File: src/rtl/switch_reader_pkg.sv
// Shared types and constants for the switch_reader front end.
package switch_reader_pkg;

  typedef enum logic [0:0] {
    IDLE    = 1'b0,
    PENDING = 1'b1
  } evt_state_t;

  localparam int SYNC_STAGES             = 2;
  localparam int DEBOUNCE_CYCLES_DEFAULT = 500000;

endpackage

File: src/rtl/switch_reader_if.sv
// Change-event handshake between switch_reader (master) and its consumer (slave).
interface switch_reader_if #(
  parameter int WIDTH = 10
);

  logic             evt_valid;
  logic             evt_ready;
  logic [WIDTH-1:0] evt_rise;
  logic [WIDTH-1:0] evt_fall;

  modport master (
    output evt_valid,
    output evt_rise,
    output evt_fall,
    input  evt_ready
  );

  modport slave (
    input  evt_valid,
    input  evt_rise,
    input  evt_fall,
    output evt_ready
  );

endinterface

File: src/rtl/switch_reader_debounce.sv
// sw_debounce_bit: one switch's synchronizer, stability counter and stable flop.
module sw_debounce_bit
  import switch_reader_pkg::*;
#(
  parameter int DEBOUNCE_CYCLES = DEBOUNCE_CYCLES_DEFAULT
) (
  input  logic clk,
  input  logic rst_n,
  input  logic pin,
  output logic stable,
  output logic rise,
  output logic fall
);

  localparam int                CNT_W    = $clog2(DEBOUNCE_CYCLES + 1);
  localparam logic [CNT_W-1:0] CNT_LAST = CNT_W'(DEBOUNCE_CYCLES - 1);

  logic [SYNC_STAGES-1:0] sync_q;
  logic                   sync;
  logic [CNT_W-1:0]       cnt;
  logic                   accept;

  assign sync   = sync_q[SYNC_STAGES-1];
  assign accept = (sync != stable) && (cnt == CNT_LAST);
  assign rise   = accept & sync;
  assign fall   = accept & ~sync;

  always_ff @(posedge clk or negedge rst_n) begin
    if (!rst_n) begin
      sync_q <= '0;
      cnt    <= '0;
      stable <= 1'b0;
    end else begin
      sync_q <= {sync_q[SYNC_STAGES-2:0], pin};
      // Clearing on acceptance keeps the counter from ever passing DEBOUNCE_CYCLES-1.
      if ((sync == stable) || accept) begin
        cnt <= '0;
      end else begin
        cnt <= cnt + 1'b1;
      end
      stable <= stable ^ accept;
    end
  end

endmodule

File: src/rtl/switch_reader.sv
// Debounced slide-switch reader with optional change-event handshake.
// Event FSM and masks are built only when SWITCH_READER_EVENT_EN is defined.
module switch_reader
  import switch_reader_pkg::*;
#(
  parameter int WIDTH           = 10,
  parameter int DEBOUNCE_CYCLES = DEBOUNCE_CYCLES_DEFAULT
) (
  input  logic                 clk,
  input  logic                 rst_n,
  input  logic [WIDTH-1:0]     switches,
  output logic [WIDTH-1:0]     sw_stable,
  switch_reader_if.master      bus
);

  logic [WIDTH-1:0] rise_now;
  logic [WIDTH-1:0] fall_now;

  for (genvar i = 0; i < WIDTH; i++) begin : g_bit
    sw_debounce_bit #(
      .DEBOUNCE_CYCLES (DEBOUNCE_CYCLES)
    ) u_bit (
      .clk    (clk),
      .rst_n  (rst_n),
      .pin    (switches[i]),
      .stable (sw_stable[i]),
      .rise   (rise_now[i]),
      .fall   (fall_now[i])
    );
  end

`ifdef SWITCH_READER_EVENT_EN
  localparam logic [0:0] ST_IDLE    = IDLE;
  localparam logic [0:0] ST_PENDING = PENDING;

  logic [0:0]       state;
  logic [WIDTH-1:0] rise_q;
  logic [WIDTH-1:0] fall_q;
  logic             change;

  assign change = |(rise_now | fall_now);

  always_ff @(posedge clk or negedge rst_n) begin
    if (!rst_n) begin
      state  <= ST_IDLE;
      rise_q <= '0;
      fall_q <= '0;
    end else begin
      case (state)
        ST_IDLE: begin
          if (change) begin
            rise_q <= rise_now;
            fall_q <= fall_now;
            state  <= ST_PENDING;
          end
        end
        ST_PENDING: begin
          // A change landing on the accept edge starts the next event so nothing is dropped.
          if (bus.evt_ready) begin
            rise_q <= rise_now;
            fall_q <= fall_now;
            if (!change) state <= ST_IDLE;
          end else begin
            rise_q <= rise_q | rise_now;
            fall_q <= fall_q | fall_now;
          end
        end
        default: begin
          state  <= ST_IDLE;
          rise_q <= '0;
          fall_q <= '0;
        end
      endcase
    end
  end

  assign bus.evt_valid = (state == ST_PENDING);
  assign bus.evt_rise  = rise_q;
  assign bus.evt_fall  = fall_q;
`else
  logic unused_evt;

  assign unused_evt    = bus.evt_ready ^ (|rise_now) ^ (|fall_now);
  assign bus.evt_valid = 1'b0;
  assign bus.evt_rise  = '0;
  assign bus.evt_fall  = '0;
`endif

endmodule

File: src/flat_wrapper.sv
// flat-port wrapper written by rule: the top's interface ports become plain ports
module switch_reader_flat import switch_reader_pkg::*;
#(
  parameter int WIDTH           = 10,
  parameter int DEBOUNCE_CYCLES = DEBOUNCE_CYCLES_DEFAULT
)
  (clk, rst_n, switches, sw_stable, bus_evt_valid, bus_evt_rise, bus_evt_fall, bus_evt_ready);
  switch_reader_if #(.WIDTH(WIDTH)) bus_i ();
  input  logic clk;
  input  logic rst_n;
  input  logic [WIDTH-1:0] switches;
  output logic [WIDTH-1:0] sw_stable;
  output wire logic [$bits(bus_i.evt_valid)-1:0] bus_evt_valid;
  output wire logic [$bits(bus_i.evt_rise)-1:0] bus_evt_rise;
  output wire logic [$bits(bus_i.evt_fall)-1:0] bus_evt_fall;
  input wire logic [$bits(bus_i.evt_ready)-1:0] bus_evt_ready;
  assign bus_evt_valid = bus_i.evt_valid;
  assign bus_evt_rise = bus_i.evt_rise;
  assign bus_evt_fall = bus_i.evt_fall;
  assign bus_i.evt_ready = bus_evt_ready;
  switch_reader #(.WIDTH(WIDTH), .DEBOUNCE_CYCLES(DEBOUNCE_CYCLES)) u_core (.clk(clk), .rst_n(rst_n), .switches(switches), .sw_stable(sw_stable), .bus(bus_i));
endmodule
File: config.mk
export PLATFORM = sky130hd
export DESIGN_NAME = switch_reader_flat
export DESIGN_NICKNAME = d
export VERILOG_FILES = /design/src/rtl/switch_reader_pkg.sv /design/src/rtl/switch_reader_if.sv /design/src/rtl/switch_reader_debounce.sv /design/src/rtl/switch_reader.sv /design/src/flat_wrapper.sv
export SDC_FILE = /design/constraint.sdc
export NUM_CORES = 1
export LEC_CHECK = 0
export CORE_AREA = 2 2 179 181
export CTS_BUF_LIST = sky130_fd_sc_hd__clkbuf_4 sky130_fd_sc_hd__clkbuf_8
export CTS_CLUSTER_SIZE = 28
export DETAILED_ROUTE_END_ITERATION = 12
export DIE_AREA = 0 0 181 183
export PLACE_DENSITY = 0.46
export SYNTH_ARGS = -nofsm -noshare
export SYNTH_HDL_FRONTEND = slang
export SYNTH_HIERARCHICAL = 1
export SYNTH_SLANG_ARGS = --single-unit
File: constraint.sdc
create_clock -name clk -period 5.06 [get_ports clk]
set_clock_uncertainty 0.1 [all_clocks]
set_input_delay 1.518 -clock clk [delete_from_list [all_inputs] [get_ports clk]]
set_output_delay 1.518 -clock clk [all_outputs]
set_load 0.03 [all_outputs]
==> results of run 1 <==
where the power goes:
group / internal [W] / switching (W)
sequential: 0.00179 / 0.0000261
clock: 0.00102 / 0.000747
combinational: 0.0000368 / 0.000100
total: 0.00285 / 0.000873
path summary, 6_finish.rpt:
kind | from | end | slack, ps | cells after the start
setup reg to reg | u_core/g_bit[9].u_bit/cnt[0]$_DFF_PN0_ | u_core/g_bit[9].u_bit/cnt[18]$_DFF_PN0_ | 2790 | 5
min in group asynchronous | rst_n | u_core/g_bit[4].u_bit/cnt[15]$_DFF_PN0_ | 910 | 1
hold reg to reg | u_core/g_bit[1].u_bit/sync_q[0]$_DFF_PN0_ | u_core/g_bit[1].u_bit/sync_q[1]$_DFF_PN0_ | 240 | 0
hold / removal | u_core/g_bit[1].u_bit/sync_q[0]$_DFF_PN0_ | u_core/g_bit[1].u_bit/sync_q[1]$_DFF_PN0_ | 240 | 0
max in group asynchronous | rst_n | u_core/g_bit[9].u_bit/cnt[0]$_DFF_PN0_ | 3000 | 2
setup / recovery | register | sw_stable[7] | 1810 | 1
per-layer routing:
metal | GRT usage | routed length [µm] | share of wire
met1 | 0.177 | 10300 | 0.49
met2 | 0.217 | 9710 | 0.46
met4 | 0.0393 | 386 | 0.018
met5 | 0 | 0 | 0
met3 | 0.0312 | 827 | 0.039
layout make-up:
| type | instances | area, µm² | share of cell area |
|---|---|---|---|
| clock buffers | 65 | 813 | 0.0669 |
| clock inverters | 8 | 45.0 | 0.00371 |
| inverters | 20 | 75.1 | 0.00618 |
| multi-input cells | 801 | 4880 | 0.402 |
| flip-flops and latches | 220 | 5510 | 0.453 |
| well taps | 402 | 503 | 0.0414 |
| repair buffers | 36 | 328 | 0.0270 |
sequential cells by signal, summed over array words and instances (netlist names), named ones only:
signal,cells
u_core/g_bit.u_bit/cnt,190
u_core/g_bit.u_bit/sync_q,20
through the flow:
stage                     area, µm²  hold WS (ps)
after global placement        11300           232
after global routing          12200           250
final                         12200           238
after floorplan               10700           231
after CTS                     12200           246
after detailed placement      11300           235
==> results by group, run 1 <==
Clock tree
  • CTS tree: yes
  • CTS Sinks: 220
  • Clk Tree Root Cell: clkbuf_8
  • Clock Latency Late Sink: between 500 and 600 ps
  • Clk buf depth: 3
  • CTS H-tree lvls: 2
  • Number of buffers created by CTS: 43
  • Post-CTS setup buffer count: 0
  • CTS clk-pin slew, worst paths: approximately 50 ps
  • CTS Hold Bufs: 0
  • # resized after CTS: 0

Floorplanning
  • Die area: about 33000 µm²
  • Core ar.: 31200 µm²
  • Die W: 181 µm
  • Initial cell density of the core: 0.341
  • Row Count: 65
  • Die height: 183 µm
  • Total I/O pin count: 44

Placement
  • Placer Congestion: roughly 0.75
  • Place WS: 2350 ps
  • DP HPWL: approximately 14000 µm
  • Dpl cells: 1479
  • Port Buf Inserts: 21

Synth
  • Synth warn: 6
  • Syn Area/Cell: between 10 and 15 µm²
  • Gate Count Post-Synth: between 1000 and 1500
  • Cell Area, Synth: approximately 11000 µm²

STA
  • Final max-slew violation count: 0
  • Fin. Hold Viols: 0
  • Final Worst Setup Slack: between 1500 and 2000 ps
  • Worst Tran Pin Value: roughly 830 ps
  • Max-slew headroom: 0.449
  • Period minus WS final: 3250 ps
  • Endpoints failing setup: 0
  • Final period util: 0.643
  • RSZ-0062 raised after global routing: false
  • Fmax: slightly above 300 MHz
  • Setup TNS: 0 ps

Job
  • Max cap viols: 0

Finish
  • Post-route core utilization: 0.389
  • Share of cells above drive strength 1: 0.121
  • Antenna fix cells: 0
  • Most frequent cells in the layout: 220 x dfrtp_1, 130 x nor2_1, 70 x nand2_1, 70 x xor2_1, 70 x a21oi_1
  • Post-layout net count: roughly 1100
  • # fillers: about 3200
  • Commonest non-fill, non-tap cell in the layout: dfrtp_1
  • Fin cells: between 1500 and 2000
  • Area grow syn2layout: 14.3%

Critical path
  • Critical path class: register to output pin
  • CP Data Required Time: approximately 3400 ps
  • Critical Path Slowest Stage Cell: clkdlybuf4s50_1
  • Crit path cell chain: clkdlybuf4s50_1
  • Worst Setup End Kind: output pin
  • Critical Path Source Type: register
  • Critical path arrival: between 1500 and 2000 ps
  • CP peak stage delay: 720 ps
  • Crit path max-delay family: buffers and inverters
  • CP Buf/Inv Count: 1
  • Critical path fanouts, max: 3

Pwr
  • Worst IR drop on VDD: 0.218 mV
  • LEAKAGE: between 4 and 5 nW
  • Final Power: roughly 0.0037 W
  • PD cells: around 310 nW/µm²

Global routing
  • GRT Total Usage: 0.133
  • GRT overflow: 0
  • Largest net degree at the start of global routing: between 100 and 150
  • Wire length of the first global-routing pass: ~38000 µm
  • Vias in the first global route: 7869
  • Initial antenna violation count: 0

Route
  • Aggregate routed wire length: 21200 µm
  • Vias per cell: 5.08
  • Detail Route Antenna Nets: 0
  • DR pass1 iterations: 4
  • Vias: just under 8000
  • DRC: 0
  • DR WL/cell: around 14 µm
  • DRT iter0 DRCs: between 300 and 400

Status
  • Status: completed

Hold path
  • HP Class: register to register
Power figures use the tool's default switching activity.
==> run 2: changes to the inputs <==
Clock period 5.06 ns to 3.09 ns, I/O delays scaled along.
==> run 2 against run 1 <==
Count of clock-buffer cells in the layout is 2 lower. Sequential cell count stayed put. Routed wire length is 0.39% lower. Critical path type unchanged. Die area stayed put. Setup slack worse by 1400 ps.
==> results by group, run 2 (synthesized netlist as in run 1, its figures left out) <==
Route
  • Aggregate routed wire length: 21100 µm (was 21200 µm)
  • DR WL/cell: 13.6 µm (was 13.7 µm)
  • Vias per cell: 5.09 (was 5.08)
  • Vias: 7894 (was 7887)
  • DRT iter0 DRCs: 445 (was 352)
  • DRC: 0 (unchanged)
  • DR pass1 iterations: 4 (unchanged)
  • Detail Route Antenna Nets: 0 (unchanged)

Clock tree
  • Clock Latency Late Sink: 540 ps (about the same)
  • Number of buffers created by CTS: 42 (was 43)
  • CTS tree: yes (unchanged)
  • # resized after CTS: 0 (unchanged)
  • CTS clk-pin slew, worst paths: 60 ps (was 50 ps)
  • Post-CTS setup buffer count: 0 (unchanged)
  • Clk Tree Root Cell: clkbuf_8 (unchanged)
  • CTS Hold Bufs: 0 (unchanged)
  • CTS Sinks: 220 (unchanged)
  • CTS H-tree lvls: 2 (unchanged)
  • Clk buf depth: 3 (unchanged)

Global routing
  • Largest net degree at the start of global routing: 68 (was 106)
  • Vias in the first global route: 7753 (was 7869)
  • GRT overflow: 0 (unchanged)
  • Initial antenna violation count: 0 (unchanged)
  • GRT Total Usage: 0.133 (about the same)
  • Wire length of the first global-routing pass: 37600 µm (was 37500 µm)

Critical path
  • Critical Path Source Type: register (unchanged)
  • Critical Path Slowest Stage Cell: clkdlybuf4s50_1 (unchanged)
  • Critical path class: register to output pin (unchanged)
  • Worst Setup End Kind: output pin (unchanged)
  • Crit path cell chain: clkdlybuf4s50_1 (unchanged)
  • Flop-to-flop setup slack: 850 ps (was 2790 ps)
  • R2R Path Start: u_core/g_bit[9].u_bit/cnt[0]$_DFF_PN0_ (unchanged)
  • CP peak stage delay: 720 ps (about the same)
  • CP Buf/Inv Count: 1 (unchanged)
  • Worst R2R Path Depth: 5 (unchanged)
  • Critical path fanouts, max: 3 (unchanged)
  • FF-to-FF End: u_core/g_bit[9].u_bit/cnt[18]$_DFF_PN0_ (unchanged)
  • Crit path max-delay family: buffers and inverters (unchanged)
  • CP Data Required Time: 2060 ps (was 3440 ps)
  • Critical path arrival: 1630 ps (about the same)

Floorplanning
  • Die area: 33100 µm² (unchanged)
  • Die W: 181 µm (unchanged)
  • Core ar.: 31200 µm² (unchanged)
  • Die height: 183 µm (unchanged)
  • Initial cell density of the core: 0.341 (unchanged)
  • Row Count: 65 (unchanged)
  • Total I/O pin count: 44 (unchanged)

Placement
  • Dpl cells: 1479 (unchanged)
  • Port Buf Inserts: 21 (unchanged)
  • DP HPWL: 13800 µm (about the same)
  • Placer Congestion: 0.746 (about the same)

Status
  • Status: completed (unchanged)

Finish
  • Top Registers: u_core/g_bit.u_bit/cnt: 190 flops, u_core/g_bit.u_bit/sync_q: 20 flops (unchanged)
  • Post-layout net count: 1144 (was 1145)
  • Number of flip-flops in the largest register: 190 (unchanged)
  • Most frequent cells in the layout: 220 x dfrtp_1, 130 x nor2_1, 70 x nand2_1, 70 x xor2_1, 70 x a21oi_1 (unchanged)
  • Share of cells above drive strength 1: 0.119 (was 0.121)
  • Largest register by flop count: u_core/g_bit.u_bit/cnt (unchanged)
  • Commonest non-fill, non-tap cell in the layout: dfrtp_1 (unchanged)
  • Area grow syn2layout: 14.7% (was 14.3%)
  • Fin cells: 1550 (was 1552)
  • Antenna fix cells: 0 (unchanged)

STA
  • Setup TNS: 0 ps (unchanged)
  • Fin. Hold Viols: 0 (unchanged)
  • Final period util: 0.860
  • Hold WS: 172 ps (was 238 ps)
  • Worst Tran Pin Value: 667 ps (was 826 ps)
  • Fmax: ~380 MHz
  • Max-slew headroom: 0.553 (was 0.449)
  • Final max-slew violation count: 0 (unchanged)
  • Period minus WS final: ~2700 ps
  • Endpoints failing setup: 0 (unchanged)
  • RSZ-0062 raised after global routing: false (unchanged)

Pwr
  • PD cells: 508 nW/µm² (was 306 nW/µm²)
  • Worst IR drop on VDD: 0.283 mV (was 0.218 mV)
  • LEAKAGE: 4.84 nW (was 4.81 nW)

Job
  • Max cap viols: 0 (unchanged)

Hold path
  • HP Class: input port to asynchronous set/reset pin (was register to register)
## run 2: cell count changes in the layout (fill, tap and decap cells not counted)
cell	previous run	this run
buf_12	0	3
buf_4	15	12
clkbuf_8	52	49
bufinv_16	0	2
clkinvlp_4	2	0
clkbuf_4	13	14
## run 2: cell type report
cell class / instances / area (µm²)
Tap cell: 402 / 503
Fill cell: 3171 / 19000
Inverter: 20 / 75.1
Clock buffer: 63 / 779
Timing Repair Buffer: 36 / 365
Sequential cell: 220 / 5510
Clock inverter: 8 / 90.1
Multi-Input combinational cell: 801 / 4880
## run 2: how the worst max path moves through the flow
stage                                                start                                       to  slack (ps)  cells past startpoint
floorplan           u_core/g_bit[0].u_bit/cnt[0]$_DFF_PN0_  u_core/g_bit[0].u_bit/cnt[18]$_DFF_PN0_        1100                      5
global placement    u_core/g_bit[9].u_bit/cnt[0]$_DFF_PN0_  u_core/g_bit[9].u_bit/cnt[18]$_DFF_PN0_         870                      5
detailed placement  u_core/g_bit[4].u_bit/cnt[0]$_DFF_PN0_  u_core/g_bit[4].u_bit/cnt[18]$_DFF_PN0_         870                      5
CTS                                               register                             sw_stable[6]         370                      1
global route                                      register                             sw_stable[6]         350                      1
finish                                            register                             sw_stable[6]         430                      1
## run 2: worst reg2reg max path: stages, from the launching register on
cell	delay (ps)
dfrtp_1	390
ha_1	250
nand4_1	250
or4_1	650
or3_1	370
a21oi_1	150
## run 2: metal layers
metal	vias to the layer above	wire length (µm)	GRT usage
met3	43	843	0.0288
li1	3925	-	-
met4	0	542	0.0455
met5	-	0	0
met1	3824	10700	0.188
met2	102	9050	0.202
## run 2: power by group
| part | leakage (nW) | internal [W] | switching (W) | total [W] |
|---|---|---|---|---|
| registers | 3.00 | 0.00293 | 0.0000419 | 0.00297 |
| logic | 1.37 | 0.0000663 | 0.000166 | 0.000233 |
| clock network | 0.468 | 0.00177 | 0.00123 | 0.00299 |
## run 2: stage by stage
step | cell area, µm² | total power [W] | utilization | setup WS (ps)
4_1_cts | 12200 | 0.00633 | 0.391 | 374
2_1_floorplan | 10700 | 0.00315 | - | 1100
3_5_place_dp | 11300 | 0.00326 | 0.363 | 869
6_report | 12200 | 0.00620 | 0.391 | 434
3_3_place_gp | 11300 | 0.00326 | 0.363 | 869
5_1_grt | 12200 | 0.00651 | 0.391 | 349
==> variant 1 (config.mk and constraints of run 2) <==
Add an input register stage for `switches`, without a reset; this delays it by one clock. The other inputs are not delayed to match.
--- a/src/rtl/switch_reader.sv
+++ b/src/rtl/switch_reader.sv
@@ -13,6 +13,12 @@
   switch_reader_if.master      bus
 );
 
+  logic [WIDTH-1:0] switches_q;
+
+  always_ff @(posedge clk) begin
+      switches_q <= switches;
+  end
+
   logic [WIDTH-1:0] rise_now;
   logic [WIDTH-1:0] fall_now;
 
@@ -22,7 +28,7 @@
     ) u_bit (
       .clk    (clk),
       .rst_n  (rst_n),
-      .pin    (switches[i]),
+      .pin    (switches_q[i]),
       .stable (sw_stable[i]),
       .rise   (rise_now[i]),
       .fall   (fall_now[i])
Function: no difference found for any inputs over 10 cycles, from zero or initial values and one cycle with rst_n low; that may be too few to reach the edited logic, so the function may still have changed.
==> variant 1 against run 2 <==
Sequential share of layout area is 0.39 points higher; setup slack better by 0.0094 ns; total power is 7.5% higher; sequential cell count is 10 higher; cell area is 2.7% higher; clock power is 11% higher; routed wire length is 0.59% higher; largest cell class unchanged; cell count is 1.2% higher; area after synthesis is 1.9% higher; highest routed layer unchanged.
==> variant 1: results (changes against run 2) <==
met1_usage_pct: 18.89  # was 18.77%
drv_slew: 0  # unchanged
crit_path_start_kind: "register"  # unchanged
layout-drive-gt1-share_pct: 12.51  # was 11.93%
via_per_inst: 5.069  # was 5.093
clk_latency_ns: 0.54  # about the same
slowest_stage: "clkdlybuf4s50_1"  # unchanged
ys_warn_count: 6  # unchanged
num-nets-final: 1155  # was 1144
p_leak_nw: 4.984  # was 4.836 nW
drc: 0  # unchanged
grt_max_degree: 56  # was 68
grt_pass1_wl_um: 37940  # was 37560 um
cts_buffers: 43  # was 42
status: "finished, final reports clean"  # unchanged
drtIter0Drc: 400  # was 445
top_register: "u_core/g_bit.u_bit/cnt"  # unchanged
grt_pass1_vias: 7821  # was 7753
max_slew_margin_pct: 59.69  # was 55.26%
first_pass_iters: 4  # unchanged
hpwl_um: 13700  # was 13760 um
numPortBuffers: 21  # unchanged
wirelength_um: 21270  # was 21140 um
diodes: 0  # unchanged
h-tree-depth: 2  # unchanged
antenna_found_initial: 0  # unchanged
clk_pin_slew_ns: 0.06  # about the same
place_area_um2: 11530  # was 11330 um2
cts_buffer_depth: 3  # unchanged
root_buffer: "clkbuf_8"  # unchanged
grt_util_met2_pct: 20.65  # was 20.18%
reg.largest.list: "u_core/g_bit.u_bit/cnt (190), u_core/g_bit.u_bit/sync_q (20), u_core/switches_q (10)"  # was u_core/g_bit.u_bit/cnt (190), u_core/g_bit.u_bit/sync_q (20)
r2r-start: "u_core/g_bit[2].u_bit/cnt[0]"  # was u_core/g_bit[9].u_bit/cnt[0]
ir_drop_uv: 339.0  # was 282.5 uV
gp_congestion: 0.7327  # was 0.7455
slowest_delay_ns: 0.69  # was 0.72 ns
postCtsSetupBuffers: 0  # unchanged
cp_max_fo: 3  # unchanged
min_path_type: "in -> async"  # unchanged
grt_use_total_pct: 13.41  # was 13.28%
cp_top_family: "buffers and inverters"  # unchanged
grt_use_met3_pct: 2.681  # was 2.879%
hold_viol: 0  # unchanged
cts_resized: 0  # unchanged
==> variant 1: path summary, 6_finish.rpt <==
path | end | slack [ns] | cells past startpoint
min in group clk | u_core/g_bit[3].u_bit/sync_q[0] | 0.23 | 0
max in group asynchronous | async pin | 1.97 | 2
min reg2reg | u_core/g_bit[3].u_bit/sync_q[0] | 0.23 | 0
max | sw_stable[1] | 0.44 | 1
max reg2reg | u_core/g_bit[2].u_bit/cnt[18] | 0.86 | 5
min | u_core/g_bit[5].u_bit/cnt[15] | 0.23 | 1
==> variant 1: where the power goes <==
part	leakage [nW]	total, W	internal (W)	switching (W)
clock	0.532	0.00332	0.00202	0.00130
sequential	3.09	0.00311	0.00306	0.0000436
combinational	1.37	0.000231	0.0000658	0.000165
total	4.98	0.00666	0.00515	0.00151
==> variant 1: layout make-up <==
type / count / area, um2
Multi-Input combinational cell: 801 / 4883
Fill cell: 3135 / 18690
Timing Repair Buffer: 36 / 365.4
Clock buffer: 67 / 853.3
Inverter: 20 / 75.07
Clock inverter: 13 / 150.1
Tap cell: 402 / 503.0
Sequential cell: 230 / 5705
==> variant 1: routing by layer <==
metal / share of wire [%] / wire length, um
met5: 0 / 0
met2: 43 / 9217
met1: 51 / 10820
met4: 2.2 / 476
met3: 3.5 / 748
==> variant 1: through the flow <==
step	std cells	total power (W)	setup WS, ns
2_1_floorplan	1092	0.003289	1.096
4_1_cts	1569	0.006824	0.3687
5_1_grt	1569	0.006996	0.3490
6_report	1569	0.006659	0.4433
3_5_place_dp	1489	0.003400	0.8621
3_3_place_gp	1489	0.003401	0.8719
==> variant 2 (settings of run 2) <==
Without the edit above. Set the package constant `SYNC_STAGES` to 4 (it was 2).
--- a/src/rtl/switch_reader_pkg.sv
+++ b/src/rtl/switch_reader_pkg.sv
@@ -6,7 +6,7 @@
     PENDING = 1'b1
   } evt_state_t;
 
-  localparam int SYNC_STAGES             = 2;
+  localparam int SYNC_STAGES             = 4;
   localparam int DEBOUNCE_CYCLES_DEFAULT = 500000;
 
 endpackage
Check against the original RTL: no difference found for any inputs over 10 cycles, from zero or initial values and one cycle with rst_n low; that may be too few to reach the edited logic, so the function may still have changed.
==> variant 2 against run 2 <==
Routed wire length is 2.2% higher; cell count is 1.9% higher; total power is 7.1% higher; cell area is 4.8% higher; highest routed layer unchanged; register-to-register slack worse by 0.02 ns; area after synthesis is 4.7% higher; fmax is 0.63% lower; setup slack worse by 0.017 ns; non-clock buffer count is 5 higher; sequential cell count is 20 higher.
==> variant 2: results (changes against run 2) <==
min_path_type: "reg -> reg"  # was in -> async
cp_top_family: "buffers and inverters"  # unchanged
diodes: 0  # unchanged
first_pass_iters: 5  # was 4
vias: 8029  # was 7894
grt_pass1_wl_um: 38000  # was 37560 um
status: "finished, final reports clean"  # unchanged
drtIter0Drc: 393  # was 445
routedWlPerCell_um: 13.69  # was 13.64 um
grt_max_degree: 83  # was 68
num-nets-final: 1170  # was 1144
dp_slack_ns: 0.8550  # was 0.8695 ns
cts_buffers: 43  # was 42
worst_slew_pin_slew_ns: 0.6561  # was 0.6666 ns
gp_congestion: 0.7336  # was 0.7455
r2r-end: "u_core/g_bit[3].u_bit/cnt[18]"  # was u_core/g_bit[9].u_bit/cnt[18]
r2r-start: "u_core/g_bit[3].u_bit/cnt[0]"  # was u_core/g_bit[9].u_bit/cnt[0]
cp.arrival_ns: 1.65  # was 1.63 ns
layout-drive-gt1-share_pct: 12.40  # was 11.93%
grt_pass1_vias: 7799  # was 7753
reg.largest.list: "u_core/g_bit.u_bit/cnt (190), u_core/g_bit.u_bit/sync_q (40)"  # was u_core/g_bit.u_bit/cnt (190), u_core/g_bit.u_bit/sync_q (20)
grt_use_total_pct: 13.44  # was 13.28%
ir_drop_uv: 366.6  # was 282.5 uV
hpwl_um: 13960  # was 13760 um
p_leak_nw: 5.111  # was 4.836 nW
reg2reg_slack_ns: 0.83  # was 0.85 ns
-- variant 2: layer usage --
layer  routed length [um]  share of wire (%)  up-vias  track usage (%)
li1                     -                  -     3991                -
met1                10890                 50     3918            18.65
met2                 9573                 44       91            21.09
met3                  728                3.4       29            2.820
met4                  420                1.9        0            4.390
met5                    0                  0        -                0
-- variant 2: power by group --
group          switching (W)  internal (W)  total, W
Clock                0.00130       0.00185   0.00315
Sequential         0.0000452       0.00320   0.00325
Combinational       0.000171     0.0000698  0.000241
Total                0.00152       0.00512   0.00664
-- variant 2: per-stage QoR --
stage	cell area [um2]	util [%]	total power (W)	instances	hold slack (ns)
global placement	11870	38.01	0.003554	1504	0.2313
CTS	12790	40.96	0.006796	1579	0.2453
floorplan	11210	-	0.003432	1102	0.2312
detailed placement	11870	38.01	0.003554	1504	0.2347
global route	12790	40.96	0.006985	1579	0.2536
finish	12790	40.96	0.006636	1579	0.2405
-- variant 2: final cells by class --
cell class	count	area, um2
Multi-Input combinational cell	801	4883
Inverter	20	75.07
Tap cell	402	503.0
Clock buffer	65	813.3
Clock inverter	10	108.9
Fill cell	3103	18440
Sequential cell	240	6006
Timing Repair Buffer	41	402.9
-- variant 2: worst max path at each step --
stage	from	endpoint	slack, ns
CTS	register	sw_stable[8]	0.36
detailed placement	u_core/g_bit[3].u_bit/cnt[0]	u_core/g_bit[3].u_bit/cnt[18]	0.85
finish	register	sw_stable[8]	0.42
global placement	u_core/g_bit[1].u_bit/cnt[0]	u_core/g_bit[1].u_bit/cnt[18]	0.88
global route	register	sw_stable[8]	0.31
floorplan	u_core/g_bit[0].u_bit/cnt[0]	u_core/g_bit[0].u_bit/cnt[18]	1.10
